### src/rtl/uart_tx_feeder_pkg.sv
// Shared types and defaults for the MIDI-port UART transmit feeder.
// Launch-sequencer state encodings live here so both RTL and tools agree.
package uart_tx_feeder_pkg;

    localparam int DEPTH_LOG2_DEF = 4;

    typedef enum logic [2:0] {
        ST_IDLE      = 3'd0,
        ST_LOAD      = 3'd1,
        ST_STROBE    = 3'd2,
        ST_WAIT_BUSY = 3'd3,
        ST_WAIT_DONE = 3'd4
    } state_t;

endpackage

### src/rtl/uart_tx_feeder_byte_fifo.sv
// Circular byte queue with extra-MSB pointers for full/empty detection.
// Overflow is a registered one-cycle pulse on a push into a full queue.
module byte_fifo
    import uart_tx_feeder_pkg::*;
#(
    parameter int DEPTH_LOG2 = DEPTH_LOG2_DEF
) (
    input  logic                  clk,
    input  logic                  rst,
    input  logic                  push,
    input  logic [7:0]            push_data,
    input  logic                  pop,
    output logic [7:0]            head,
    output logic                  full,
    output logic                  empty,
    output logic [DEPTH_LOG2:0]   level,
    output logic                  overflow
);

    localparam int DEPTH = 1 << DEPTH_LOG2;
    localparam logic [DEPTH_LOG2:0] ONE = 1;

    logic [7:0]          mem [DEPTH];
    logic [DEPTH_LOG2:0] wr_ptr;
    logic [DEPTH_LOG2:0] rd_ptr;
    logic                do_push;
    logic                do_pop;

    assign empty = (wr_ptr == rd_ptr);
    assign full  = (wr_ptr[DEPTH_LOG2] != rd_ptr[DEPTH_LOG2]) &&
                   (wr_ptr[DEPTH_LOG2-1:0] == rd_ptr[DEPTH_LOG2-1:0]);
    assign level = wr_ptr - rd_ptr;
    assign head  = mem[rd_ptr[DEPTH_LOG2-1:0]];

    // full is judged before any same-cycle pop, so push-into-full always drops
    assign do_push = push && !full;
    assign do_pop  = pop && !empty;

    always_ff @(posedge clk) begin
        if (do_push) begin
            mem[wr_ptr[DEPTH_LOG2-1:0]] <= push_data;
        end
    end

    always_ff @(posedge clk or negedge rst) begin
        if (!rst) begin
            wr_ptr   <= '0;
            rd_ptr   <= '0;
            overflow <= 1'b0;
        end else begin
            overflow <= push && full;
            if (do_push) begin
                wr_ptr <= wr_ptr + ONE;
            end
            if (do_pop) begin
                rd_ptr <= rd_ptr + ONE;
            end
        end
    end

endmodule

### src/rtl/uart_tx_feeder.sv
// Byte queue plus launch sequencer feeding one UART transmitter.
// One byte per frame; data is presented a clock before the strobe.
module uart_tx_feeder
    import uart_tx_feeder_pkg::*;
#(
    parameter int DEPTH_LOG2 = DEPTH_LOG2_DEF
) (
    input  logic                  clk,
    input  logic                  rst,
    input  logic                  clk_en,
    input  logic                  wr_en,
    input  logic [7:0]            wr_data,
    output logic                  full,
    output logic                  empty,
    output logic [DEPTH_LOG2:0]   level,
    output logic                  overflow,
    output logic                  tx_strobe,
    output logic [7:0]            tx_data,
    input  logic                  tx_busy
);

    state_t     state;
    logic       pop;
    logic [7:0] head;

    assign pop = (state == ST_IDLE) && !empty && !tx_busy;

    byte_fifo #(
        .DEPTH_LOG2(DEPTH_LOG2)
    ) u_fifo (
        .clk      (clk),
        .rst      (rst),
        .push     (wr_en),
        .push_data(wr_data),
        .pop      (pop),
        .head     (head),
        .full     (full),
        .empty    (empty),
        .level    (level),
        .overflow (overflow)
    );

    always_ff @(posedge clk or negedge rst) begin
        if (!rst) begin
            state     <= ST_IDLE;
            tx_strobe <= 1'b0;
            tx_data   <= 8'h00;
        end else begin
            unique case (state)
                ST_IDLE: begin
                    if (pop) begin
                        tx_data <= head;
                        state   <= ST_LOAD;
                    end
                end
                ST_LOAD: begin
                    tx_strobe <= 1'b1;
                    state     <= ST_STROBE;
                end
                ST_STROBE: begin
                    if (clk_en) begin
                        tx_strobe <= 1'b0;
                        state     <= ST_WAIT_BUSY;
                    end
                end
                ST_WAIT_BUSY: begin
                    // a missed busy still consumes the byte; never resend
                    if (tx_busy) begin
                        state <= ST_WAIT_DONE;
                    end else if (clk_en) begin
                        state <= ST_IDLE;
                    end
                end
                ST_WAIT_DONE: begin
                    if (!tx_busy) begin
                        state <= ST_IDLE;
                    end
                end
                default: begin
                    tx_strobe <= 1'b0;
                    state     <= ST_IDLE;
                end
            endcase
        end
    end

endmodule

### config.mk
export PLATFORM = sky130hd
export DESIGN_NAME = uart_tx_feeder
export DESIGN_NICKNAME = d
export VERILOG_FILES = /design/src/rtl/uart_tx_feeder_pkg.sv /design/src/rtl/uart_tx_feeder_byte_fifo.sv /design/src/rtl/uart_tx_feeder.sv
export SDC_FILE = /design/constraint.sdc
export NUM_CORES = 1
export LEC_CHECK = 0
export BUFFER_PORTS_ARGS = -buffer_cell sky130_fd_sc_hd__buf_4
export CORE_MARGIN = 2
export CORE_UTILIZATION = 30
export CTS_BUF_LIST = sky130_fd_sc_hd__clkbuf_16
export DETAILED_ROUTE_END_ITERATION = 10
export PLACE_DENSITY = 0.49
export REMOVE_ABC_BUFFERS = 1
export SYNTH_ARGS = -nofsm -noshare
export SYNTH_HDL_FRONTEND = slang
export SYNTH_SLANG_ARGS = --single-unit
### constraint.sdc
create_clock -name clk -period 5.8 [get_ports clk]
set_input_delay 0.58 -clock clk [delete_from_list [all_inputs] [get_ports clk]]
set_output_delay 0.58 -clock clk [all_outputs]
set_load 0.05 [all_outputs]
---- After elaboration in Yosys (flattened, before gate mapping) ----
Memories as Yosys holds them, arrays and structs flattened. A register that Yosys moved wholly into a read port is not among the register bits.
Index checks and enable logic that the tools add are counted.
storage, ports and cells
  output and inout port bits .............. 17
  memories ................................ 1
  memory bits (writable) .................. 128
  bits of input ports ..................... 13
  register bits ........................... 15
memories
  name        depth  width  rd ports  clocked after Yosys merged registers in  write ports  RTL line                        source
  u_fifo.mem  16     8      1         1                                        1            uart_tx_feeder_byte_fifo.sv:23  logic [7:0] mem [DEPTH];
operators by class
  $add $sub $neg .......................... 3
  bitwise logic cells ..................... 1
  multiplexer cells ....................... 10
  equal/unequal tests ..................... 11
  reduce and logical (&&, ||, !) cells .... 15
operators with widths
  kind                                                    number
  two-way mux 3 bit                                       5
  case mux 3 bit (5 select lines)                         1
  adder 5 x 1 -> 5 bit (second input constant)            2
  == test 3 x 2 -> 1 bit (second input constant)          2
  logical AND 1 bit                                       6
  == test 5 bit                                           1
  subtractor 5 bit                                        1
  == test 4 bit                                           1
  zero test 1 bit                                         4
  inequality test 2 bit (second input constant)           2
  AND reduction 2 bit                                     2
  AND reduction 4 bit                                     1
  == test 3 x 1 -> 1 bit (second input constant)          1
  == test 3 bit (second input constant)                   1
  zero test 3 bit                                         1
  two-way mux 1 bit                                       3
  inequality test 3 bit (second input constant)           1
  case mux 1 bit (3 select lines)                         1
  OR reduction 3 bit                                      1
  inequality test 2 x 1 -> 1 bit (second input constant)  1
  inequality test 1 bit                                   1
  inverter 1 bit                                          1

---- Longest topological paths before layout ----
  word-level depth ........................ 6
  gate-level depth with buffers ........... 9
  gate-level depth less buffers ........... 7

---- Hierarchy ----
Synthesis repeated with hierarchy kept, for this count alone.
unflattened totals
  cell total of the unflattened synthesis .. 340
  area total of the unflattened synthesis .. 6,206.0 um2
modules (own cells, without submodules)
  module          times used  area each (um2)  cells each
  byte_fifo       1           5,701.7          302
  uart_tx_feeder  1           504.2            38

---- Least setup slack after synthesis ----
OpenSTA, ideal clock, no wires.
  path kind ............................... register to output
  start ................................... register u_fifo.rd_ptr[2]
  end ..................................... output port level[4]
  buffers on the path ..................... 2
  slack ................................... 2.909 ns
  stages on the path, launching flop included .. 8
  arrival time ............................ 2.311 ns
  data required time ...................... 5.220 ns
  cells stage by stage .................... dfrtp_1 > clkbuf_8 > clkbuf_1 > inv_1 > ha_1 > a21o_1 > a21oi_1 > xor2_1
on the way
  word-level cells in the longest chain between the ends .. 1
ends and longest elaborated chain
  element                 RTL line                        source
  from (decl)             uart_tx_feeder_byte_fifo.sv:25  logic [DEPTH_LOG2:0] rd_ptr;
  from (signal assigned)  uart_tx_feeder_byte_fifo.sv:56  rd_ptr <= rd_ptr + ONE;
  subtractor 5 bit        uart_tx_feeder_byte_fifo.sv:32  assign level = wr_ptr - rd_ptr;
  to (decl)               uart_tx_feeder.sv:15            output logic [DEPTH_LOG2:0] level,
Every way passes these cells.

---- Final worst setup path ----
  start ................................... register u_fifo.rd_ptr[0]
  end ..................................... memory u_fifo.mem[1][5] (enable)
on the way
  word-level cells in the longest chain between the ends .. 6
ends and longest elaborated chain
  element                                  RTL line                        source
  == test 4 bit                            uart_tx_feeder_byte_fifo.sv:31  (wr_ptr[DEPTH_LOG2-1:0] == rd_ptr[DEPTH_LOG2-1:0]);
  logical AND 1 bit                        uart_tx_feeder_byte_fifo.sv:30  assign full = (wr_ptr[DEPTH_LOG2] != rd_ptr[DEPTH_LOG2]) &&
  zero test 1 bit                          uart_tx_feeder_byte_fifo.sv:36  assign do_push = push && !full;
  logical AND 1 bit                        uart_tx_feeder_byte_fifo.sv:36
  two-way mux 1 bit                        uart_tx_feeder_byte_fifo.sv:40  if (do_push) begin
  two-way mux 1 bit (not written as such)  uart_tx_feeder_byte_fifo.sv:41  mem[wr_ptr[DEPTH_LOG2-1:0]] <= push_data;
  to (decl)                                uart_tx_feeder_byte_fifo.sv:23
Every way passes these cells.

==> impl_metrics.env <==
export IMPL_fmax_mhz=300
export IMPL_comb_power_share_pct=36.6
export IMPL_area_delta_synth_final_pct=17.2
export IMPL_ys_seq_area_share_pct=71.5
export IMPL_critPathArrivalTime_ps=3360
export IMPL_clk_latency_ps=410
export IMPL_layout_drive_gt1_share_pct=21.0
export IMPL_power_density_nw_per_um2=559
export IMPL_synth_distinct_cells=32
export IMPL_tightest_slew_ps=1180
export IMPL_whs_ps=65.1
export IMPL_cellInternalPower_mw=2.57
export IMPL_vdd_drop_max_uv=226
export IMPL_clock_sinks=151
export IMPL_cts_hold_buf=0
export IMPL_grt_start_max_net_pins=37
export IMPL_final_setup_tns_ps=0
export IMPL_cap_violations=0
export IMPL_synth_most_common_cell="edfxtp_1"
export IMPL_path_class="reg -> reg"
export IMPL_slew_viol_final=0
export IMPL_drt_total_wl_um=13100
export IMPL_finalNetCount=386
export IMPL_clockBufferDepth=2
export IMPL_die_y_um=148
export IMPL_dr_pass1_iters=5
export IMPL_io_buffers=29
export IMPL_clock_root_buffer="clkbuf_16"
export IMPL_drtAntennaViolNets=0
export IMPL_io_pins=30
export IMPL_setup_worst_path_end_class="flop"
export IMPL_ys_flop_type="edfxtp_1"
export IMPL_synth_common_cells="128 x edfxtp_1, 25 x mux4_1, 23 x dfrtp_1"
export IMPL_pwr_share_seq_pct=35.9
export IMPL_finalCritPeriodShare_pct=57.5
export IMPL_drc=0
export IMPL_cts_resized=0
export IMPL_cp_max_fo=36
export IMPL_sw_frac_of_total_pct=36.4
export IMPL_numCtsBuffers=17
export IMPL_postSynth_asyncResetShare_pct=15.2
export IMPL_n_antenna_cell=0
export IMPL_clock_skew_final_ps=8.14
export IMPL_synth_top_area_share_pct=62.2
export IMPL_drt_iter0_drc=164
export IMPL_synth_warnings=0
export IMPL_syn_area_sq_um=6180
export IMPL_post_cts_buffers=0
export IMPL_cts_htree_levels=4
export IMPL_routabilityCongestion=0.749
export IMPL_core_sq_um=20200
export IMPL_start_util_pct=30.5
export IMPL_yosys_top_cells_area="edfxtp_1 62%, mux4_1 11%, dfrtp_1 9.3%"
export IMPL_grt_first_pass_wirelength_um=19700
export IMPL_setup_viol=0
export IMPL_hold_class="in -> async"
export IMPL_switchingPower_mw=1.48
export IMPL_slew_headroom_pct=20.8
export IMPL_routed_via_density=4.69
export IMPL_die_area_sq_um=21800
export IMPL_track_usage_pct=12.6
export IMPL_cts_tree="done"
export IMPL_synth_top_cell_by_area="edfxtp_1"
export IMPL_cp_required_ps=5820
export IMPL_final_hold_viol_count=0
export IMPL_min_period_ps=3340
export IMPL_num_vias=3032
export IMPL_num_rows=52
export IMPL_wl_per_cell_um=20.3
export IMPL_r2r_start="u_fifo.rd_ptr[0]$_DFFE_PN0P_"
export IMPL_synth_edf_count=128
export IMPL_crit_path_start="u_fifo.rd_ptr[0]$_DFFE_PN0P_"
export IMPL_clk_pin_slew_ps=60
export IMPL_synth_seq_cells=151
export IMPL_syn_area_per_cell_sq_um=19.1
export IMPL_grt_pass1_vias=3160
export IMPL_place_hpwl_um=8620
export IMPL_die_w_um=148
export IMPL_rsz0062_at_grt="false"
export IMPL_grt_overflow=0
export IMPL_synthCells=324
export IMPL_grt_antenna_before_repair=0
export IMPL_leakage_nw=2.52
export IMPL_clockPowerShare_pct=27.5
export IMPL_critPathLaunchType="flop"
export IMPL_status="finished clean"
-- cells in the final DEF (no fill, tap or decap), drive strengths merged, types with 8 or more instances in the layout --
| cell | count |
|---|---|
| nand2 | 14 |
| clkbuf | 17 |
| ha | 9 |
| dfrtp | 23 |
| xnor2 | 9 |
| a21oi | 12 |
| mux2 | 8 |
| mux4 | 32 |
| edfxtp | 128 |
| inv | 16 |
| nor2 | 16 |
| buf | 32 |
| o22ai | 16 |
-- per-stage QoR --
stage	worst slack [ps]	std cells	power, mW	util, %	instance area, sq um
4_1_cts	2410	646	4.10	35.8	7250
2_1_floorplan	2340	312	2.49	-	6070
5_1_grt	2230	646	4.26	35.8	7250
6_report	2460	646	4.05	35.8	7250
3_3_place_gp	2570	614	2.96	32.8	6650
3_5_place_dp	2440	614	2.98	32.8	6650
-- critical path, stage by stage (launching register included) --
cell and delay (ps):
dfrtp_2 340, buf_4 500, ha_1 360, and4_1 250, a21boi_2 370, nand2_1 190, nor3_1 920
-- kinds of logic after synthesis --
group	after synthesis	synth area share [%]
AOI/OAI and AO/OA	39	3.79
xor gates and xnor gates	12	1.70
muxes	40	14.6
and+or+nand+nor	50	3.77
DFF	151	71.5
adders and majority gates	10	2.15
buffers and inverters	22	2.47
-- final cells by class --
class | count | area (sq um)
fill | 1887 | 13000
sequential | 151 | 4420
multi-input combinational | 151 | 1610
clock buffer | 17 | 425
tap | 270 | 338
timing repair buffer | 32 | 240
clock inverter | 15 | 175
inverter | 10 | 37.5
-- power by group through the flow --
stage          registers [mW]  clock network (mW)  logic (mW)
6_report                 1.45                1.11        1.48
5_1_grt                  1.47                1.20        1.59
4_1_cts                  1.46                1.14        1.51
3_5_place_dp             1.48                   0        1.50
3_3_place_gp             1.48                   0        1.48
2_1_floorplan            1.62                   0       0.871
-- layer usage --
| metal | GRT usage (%) | wire [um] |
|---|---|---|
| met5 | 0 | 0 |
| met4 | 2.88 | 89 |
| met3 | 3.67 | 529 |
| met2 | 19.7 | 6250 |
| met1 | 17.4 | 6220 |
-- path summary, 6_finish.rpt --
check,endpoint,slack (ps),cells past startpoint
setup reg to reg,u_fifo.mem[1][5]$_DFFE_PP_,2460,6
hold / removal,state[2]$_DFFE_PN0P_,70,1
max in group asynchronous,u_fifo.rd_ptr[0]$_DFFE_PN0P_,5470,1
hold reg to reg,u_fifo.rd_ptr[4]$_DFFE_PN0P_,490,1
min in group clk,state[2]$_DFFE_PN0P_,420,2
setup / recovery,u_fifo.mem[1][5]$_DFFE_PP_,2460,6
-- sequential cells by signal, summed over array words and instances, names as in the netlist --
register and count:
tx_data 8, u_fifo.wr_ptr 5, u_fifo.rd_ptr 5, tx_strobe 1, u_fifo.mem 128, state 3, u_fifo.overflow 1
Note: power is estimated with default switching activity, not from simulation.
